**src/rtl/csa_add_arbiter.sv**
```systemverilog
// csa_add_arbiter: two valid/ready requesters share one carry-select adder;
// the sum lands in a single-entry result register with valid/ready backpressure.
// Optional build macro CSA_ARB_FIXED_PRIO_EN: fixed priority (requester 0 wins
// ties) instead of the default round-robin arbitration.

module csa_51bit #(
  parameter int unsigned WIDTH = 51,
  parameter int unsigned BLK   = 8
) (
  input  logic [WIDTH-1:0] a,
  input  logic [WIDTH-1:0] b,
  output logic [WIDTH-1:0] sum,
  output logic             cout
);
  localparam int unsigned NB = (WIDTH + BLK - 1) / BLK;

  logic [NB:0] c;

  assign c[0] = 1'b0;

  // Each block precomputes both carry-in cases; the ripple carry only drives muxes.
  for (genvar g = 0; g < NB; g++) begin : g_blk
    localparam int unsigned LO = g * BLK;
    localparam int unsigned BW = ((WIDTH - LO) < BLK) ? (WIDTH - LO) : BLK;
    logic [BW:0] s0;
    logic [BW:0] s1;
    assign s0 = {1'b0, a[LO +: BW]} + {1'b0, b[LO +: BW]};
    assign s1 = s0 + (BW+1)'(1);
    assign sum[LO +: BW] = c[g] ? s1[BW-1:0] : s0[BW-1:0];
    assign c[g+1]        = c[g] ? s1[BW]     : s0[BW];
  end

  assign cout = c[NB];
endmodule

module csa_add_arbiter #(
  parameter int unsigned WIDTH = 51
) (
  input  logic             clk,
  input  logic             rst_n,
  input  logic             i_req0_valid,
  output logic             o_req0_ready,
  input  logic [WIDTH-1:0] i_req0_add_term1,
  input  logic [WIDTH-1:0] i_req0_add_term2,
  input  logic             i_req1_valid,
  output logic             o_req1_ready,
  input  logic [WIDTH-1:0] i_req1_add_term1,
  input  logic [WIDTH-1:0] i_req1_add_term2,
  output logic             o_res_valid,
  input  logic             i_res_ready,
  output logic [WIDTH-1:0] o_res_sum,
  output logic             o_res_cout,
  output logic             o_res_id,
  output logic [15:0]      o_grant_cnt0,
  output logic [15:0]      o_grant_cnt1
);
  typedef enum logic {EMPTY = 1'b0, FULL = 1'b1} state_t;

  state_t           state;
  state_t           state_nxt;
  logic             prio;
  logic             any_valid;
  logic             grant_id;
  logic             can_accept;
  logic             xfer;
  logic [WIDTH-1:0] add_a;
  logic [WIDTH-1:0] add_b;
  logic [WIDTH-1:0] add_sum;
  logic             add_cout;

`ifdef CSA_ARB_FIXED_PRIO_EN
  assign prio = 1'b0;
`else
  // Round-robin pointer: after a transfer the other requester gets the tie.
  always_ff @(posedge clk) begin
    if (!rst_n)    prio <= 1'b0;
    else if (xfer) prio <= ~grant_id;
  end
`endif

  // Arbitration, handshake, operand mux and next state.
  always_comb begin
    any_valid    = i_req0_valid | i_req1_valid;
    grant_id     = (i_req0_valid & i_req1_valid) ? prio : i_req1_valid;
    can_accept   = (state == EMPTY) | i_res_ready;
    o_req0_ready = rst_n & can_accept & any_valid & ~grant_id;
    o_req1_ready = rst_n & can_accept & any_valid &  grant_id;
    xfer         = o_req0_ready | o_req1_ready;
    add_a        = grant_id ? i_req1_add_term1 : i_req0_add_term1;
    add_b        = grant_id ? i_req1_add_term2 : i_req0_add_term2;
    state_nxt    = state;
    if (xfer)                                   state_nxt = FULL;
    else if ((state == FULL) && i_res_ready)    state_nxt = EMPTY;
  end

  csa_51bit #(.WIDTH(WIDTH)) u_adder (
    .a    (add_a),
    .b    (add_b),
    .sum  (add_sum),
    .cout (add_cout)
  );

  // Result register occupancy.
  always_ff @(posedge clk) begin
    if (!rst_n) state <= EMPTY;
    else        state <= state_nxt;
  end

  assign o_res_valid = (state == FULL);

  // Result payload: loaded only on a transfer, otherwise held.
  always_ff @(posedge clk) begin
    if (!rst_n) begin
      o_res_sum  <= '0;
      o_res_cout <= 1'b0;
      o_res_id   <= 1'b0;
    end else if (xfer) begin
      o_res_sum  <= add_sum;
      o_res_cout <= add_cout;
      o_res_id   <= grant_id;
    end
  end

  // Per-requester grant counters, free-running wrap.
  always_ff @(posedge clk) begin
    if (!rst_n) begin
      o_grant_cnt0 <= '0;
      o_grant_cnt1 <= '0;
    end else begin
      if (o_req0_ready) o_grant_cnt0 <= o_grant_cnt0 + 16'd1;
      if (o_req1_ready) o_grant_cnt1 <= o_grant_cnt1 + 16'd1;
    end
  end
endmodule

```
**config.mk**
```make
export PLATFORM = sky130hd
export DESIGN_NAME = csa_add_arbiter
export DESIGN_NICKNAME = d
export VERILOG_FILES = /design/src/rtl/csa_add_arbiter.sv
export SDC_FILE = /design/constraint.sdc
export NUM_CORES = 1
export LEC_CHECK = 0
export CAP_MARGIN = 5
export CORE_MARGIN = 8
export CORE_UTILIZATION = 44
export DETAILED_ROUTE_END_ITERATION = 16
export PLACE_DENSITY = 0.82
export SETUP_SLACK_MARGIN = 0.5
export SLEW_MARGIN = 40
export SYNTH_ARGS = -nofsm -noshare
export SYNTH_HDL_FRONTEND = slang
export SYNTH_SLANG_ARGS = --single-unit
```
**constraint.sdc**
```tcl
create_clock -name clk -period 9.81 [get_ports clk]
set_input_delay 2.943 -clock clk [delete_from_list [all_inputs] [get_ports clk]]
set_output_delay 2.943 -clock clk [all_outputs]
set_load 0.02 [all_outputs]
```
==> metrics.md <==
| Metric | Value |
|---|---|
| Tot Pwr | `1.51 mW` |
| Clock skew | `4.92 ps` |
| Yosys Warn Count | `0` |
| Syn_nets | `1099` |
| CP most frequent cell | `mux2i_1` |
| Setup slack, reg-to-reg | `4240 ps` |
| Placement Rows | `47` |
| Reg-to-Reg End | `o_res_sum[50]` |
| Post-DP HPWL | `18100 um` |
| Hold path start | `o_res_sum[15]` |
| Power share of the sequential group | `0.280` |
| Stages on worst setup path | `19` |
| Fmax | `0.120 GHz` |
| Remaining Overflow, GRT | `0` |
| Pre-Repair DR Iteration Count | `4` |
| WHS | `450 ps` |
| Via density | `5.17` |
| Slew @ Worst Pin | `669 ps` |
| H-tree Lvls | `3` |
| Starting Density | `0.443` |
| Relative slew slack | `0.548` |
| Pleak | `4.25 nW` |
| I/O pins | `297` |
| Multiplexer area fraction after synthesis | `0.171` |
| # diodes | `0` |
| Worst EP required | `10070 ps` |
| Synth top area share | `0.241` |
| Setup crit end kind | `flop` |
| Family with the most delay on the worst path | `compound AO/OA/AOI/OAI gates` |
| CTS sink cnt | `87` |
| Synth cell types | `60` |
| Detail Route Antenna Nets | `0` |
| Cell depth of the worst flop-to-flop path | `17` |
| Post-CTS Resized | `0` |
| Cell taking the most area after synthesis | `dfxtp_1` |
| Synth Register Bits | `87` |
| Kind of critical path | `in2reg` |
| Largest net degree at the start of global routing | `88` |
| Largest family of logic cells by synthesized area | `simple AND/OR/NAND/NOR gates` |
| Critical Path Fanout Max | `20` |
| CTS buffer count | `9` |
| VDD IR max | `0.0000749 V` |
| Layout net count | `1378` |
| Setup TNS | `0 ps` |
| Total routed wirelength | `21800 um` |
| IO buf count | `296` |
| Sw Pwr | `512 uW` |
| Post-Syn Area | `7240 um^2` |
| Core Region | `16300 um^2` |
| Placed instance count | `1311` |
| Vias in the first global route | `7064` |
| RePlAce Congestion | `0.855` |
| Worst skew pair latency | `340 ps` |
| Routed via count | `6867` |
| Final-layout fill cell count | `1422` |
| CTS root buffer | `clkbuf_16` |
| Final Max Tran Viols | `0` |
| Compound-Gate Fraction of Synth Area | `0.139` |
| CTS Hold Bufs | `0` |
| Reg clk slew, reported paths | `60 ps` |
| Setup Buffers After CTS | `0` |
| Adder and majority gate portion of the synthesized area | `0.121` |
| Unrepaired setup endpoints after global routing | `no` |
| Post-layout min period | `8360 ps` |
| Die Y-Extent | `144 um` |
| Crit-path cells | `clkdlybuf4s50_1 > inv_1 > o21ai_4 > buf_8 > mux2_2 > ha_1 > fa_1 > xnor2_1 > a211oi_1 > o211ai_1 > nor4_2 > nand4_1 > mux2i_1 > mux2i_1 > mux2i_1 > xor2_2 > o31a_1 > or4_1 > a31oi_1` |
| CP bufs+invs | `3` |
| Nature of the critical path startpoint | `input port` |
| Register area share after synthesis | `0.241` |
| CTS Buffer Depth | `2` |
| # Max-Cap Violations | `0` |
| Layout cells sized above 1 | `0.126` |
| Avg Cell Area, Syn | `8.79 um^2` |
| Comb power frac | `0.461` |
| Synth Area in XOR/XNOR | `0.111` |
| Status | `finished, final reports clean` |
| Pwr dens | `140 nW/um^2` |
| Fin cells | `1328` |
| First-pass GRT wire length | `34400 um` |
| Layout area overhead | `49.2%` |
| WHS Path Cells | `2` |
| Post-synthesis simple-gate area fraction | `0.186` |
| DR WL/cell | `16.4 um` |
| Number of synthesized flops with an enable pin | `0` |
| GRT Util Overall | `0.205` |
| Top cells by area, synth | `dfxtp_1, mux2_2, ha_1, xnor2_1, nand3_1` |
| Endpoint, Worst Hold | `o_res_sum[15]` |
| Critical Path AT | `8620 ps` |
| Primary FF master, synth | `dfxtp_1` |
| Post-synth ARST share | `0` |
| DR DRC count | `0` |
| Worst hold path type | `reg2reg` |
| Die width | `144 um` |
| Die area | `20800 um^2` |
| Finished Core Util | `0.661` |
| Slowest cell on the critical path | `or4_1` |
| DRT iter0 DRCs | `203` |
| Final hold vios | `0` |
| Gate Count Post-Synth | `824` |
| Crit-path max cell delay | `520 ps` |
| Clock Power Share | `0.259` |
| Final setup viols | `0` |
| Period utilisation layout | `0.852` |
| Sw frac | `0.338` |
| CTS tree | `built` |
| Initial antenna violation count | `0` |
| Reg2reg start | `prio` |
| Internal Power | `1.00 mW` |
-- cells in the mapped netlist (25+ instances only) --
cell type and count:
nor2_1 33, nand3_1 64, o21ai_0 60, a21oi_1 33, ha_1 59, and2_1 30, dfxtp_1 87, xnor2_1 65
nand2_1 47, mux2_2 101, xor2_1 25, clkbuf_1 31
-- state kept, by name (all words and copies together) (netlist names) --
signal and count:
o_res_valid 1, prio 1, o_res_sum 51, o_res_cout 1, o_res_id 1, o_grant_cnt1 16, o_grant_cnt0 16
-- per-layer routing --
layer | GRT usage | vias up | part of all wire
met5 | 0 | - | 0
met3 | 0.0621 | 33 | 0.077
met2 | 0.371 | 199 | 0.50
li1 | - | 3518 | -
met4 | 0.0663 | 0 | 0.024
met1 | 0.223 | 3117 | 0.40
-- power by group through the flow --
| stage | Combinational [mW] | Sequential (mW) | Clock (mW) |
|---|---|---|---|
| 2_1_floorplan | 0.378 | 0.484 | 0 |
| 3_5_place_dp | 0.698 | 0.431 | 0 |
| 5_1_grt | 0.764 | 0.428 | 0.419 |
| 4_1_cts | 0.702 | 0.424 | 0.404 |
| 6_report | 0.698 | 0.424 | 0.391 |
| 3_3_place_gp | 0.685 | 0.429 | 0 |
-- layout make-up --
class                   count  area [um^2]  share of cell area
well taps                 220          275              0.0255
inverters                  23         86.3             0.00799
clock inverters             7          120              0.0111
repair buffers            304         3060               0.284
clock buffers               9          225              0.0209
multi-input cells         678         5290               0.490
flip-flops and latches     87         1740               0.161
-- cell usage in the layout, fill, tap and decap left out, types with 7 or more instances in the layout --
cell             synthesis  routed
and2_1                  30      30
or3_1                    9       9
inv_1                   23      23
nand2_1                 47      47
nand3_1                 64      64
a21o_1                  15      15
dfxtp_1                 87      87
mux2i_1                 10      10
a21oi_1                 33      33
a21boi_0                 7       7
and3_1                  10      10
o211a_1                  9       9
o21ai_0                 60      60
nor3_1                   7       7
ha_1                    59      59
xnor2_1                 65      65
mux2_2                 101     101
clkbuf_16                0       9
clkdlybuf4s50_1          0     295
nand2b_1                 7       7
o21bai_1                 8       8
nor2_1                  33      32
fa_1                     7       7
xor2_1                  25      25
nand4_1                  9       9
-- metrics by stage --
| step | setup WS [ps] | area, um^2 |
|---|---|---|
| finish | 1450 | 10800 |
| CTS | 1430 | 10800 |
| detailed placement | 1100 | 10400 |
| floorplan | 1920 | 7240 |
| global route | 968 | 10800 |
| global placement | 951 | 10400 |
-- worst register-to-register path, cell delays in order (launching register included) --
cell and delay, ps:
dfxtp_1 340, o21ai_4 440, buf_8 260, mux2_2 370
ha_1 240, fa_1 420, xnor2_1 200, a211oi_1 260
o211ai_1 190, nor4_2 250, nand4_1 130, mux2i_1 350
mux2i_1 380, mux2i_1 310, xor2_2 220, o31a_1 430
or4_1 520, a31oi_1 160
-- worst max path at each step --
| stage | from | end |
|---|---|---|
| after floorplan | i_req0_valid | o_res_sum[50] |
| after global placement | i_req0_valid | o_res_sum[50] |
| after detailed placement | i_req0_valid | o_res_sum[50] |
| after CTS | i_req0_valid | o_res_sum[50] |
| after global routing | i_req0_valid | o_res_sum[50] |
| final | i_req0_valid | o_res_sum[50] |
-- cells by family after synthesis --
group | count (synthesis)
simple gates | 249
compound gates | 161
mux | 111
xor+xnor | 91
flops | 87
fa+ha+maj | 66
buf+inv | 59
Power figures use the tool's default switching activity.
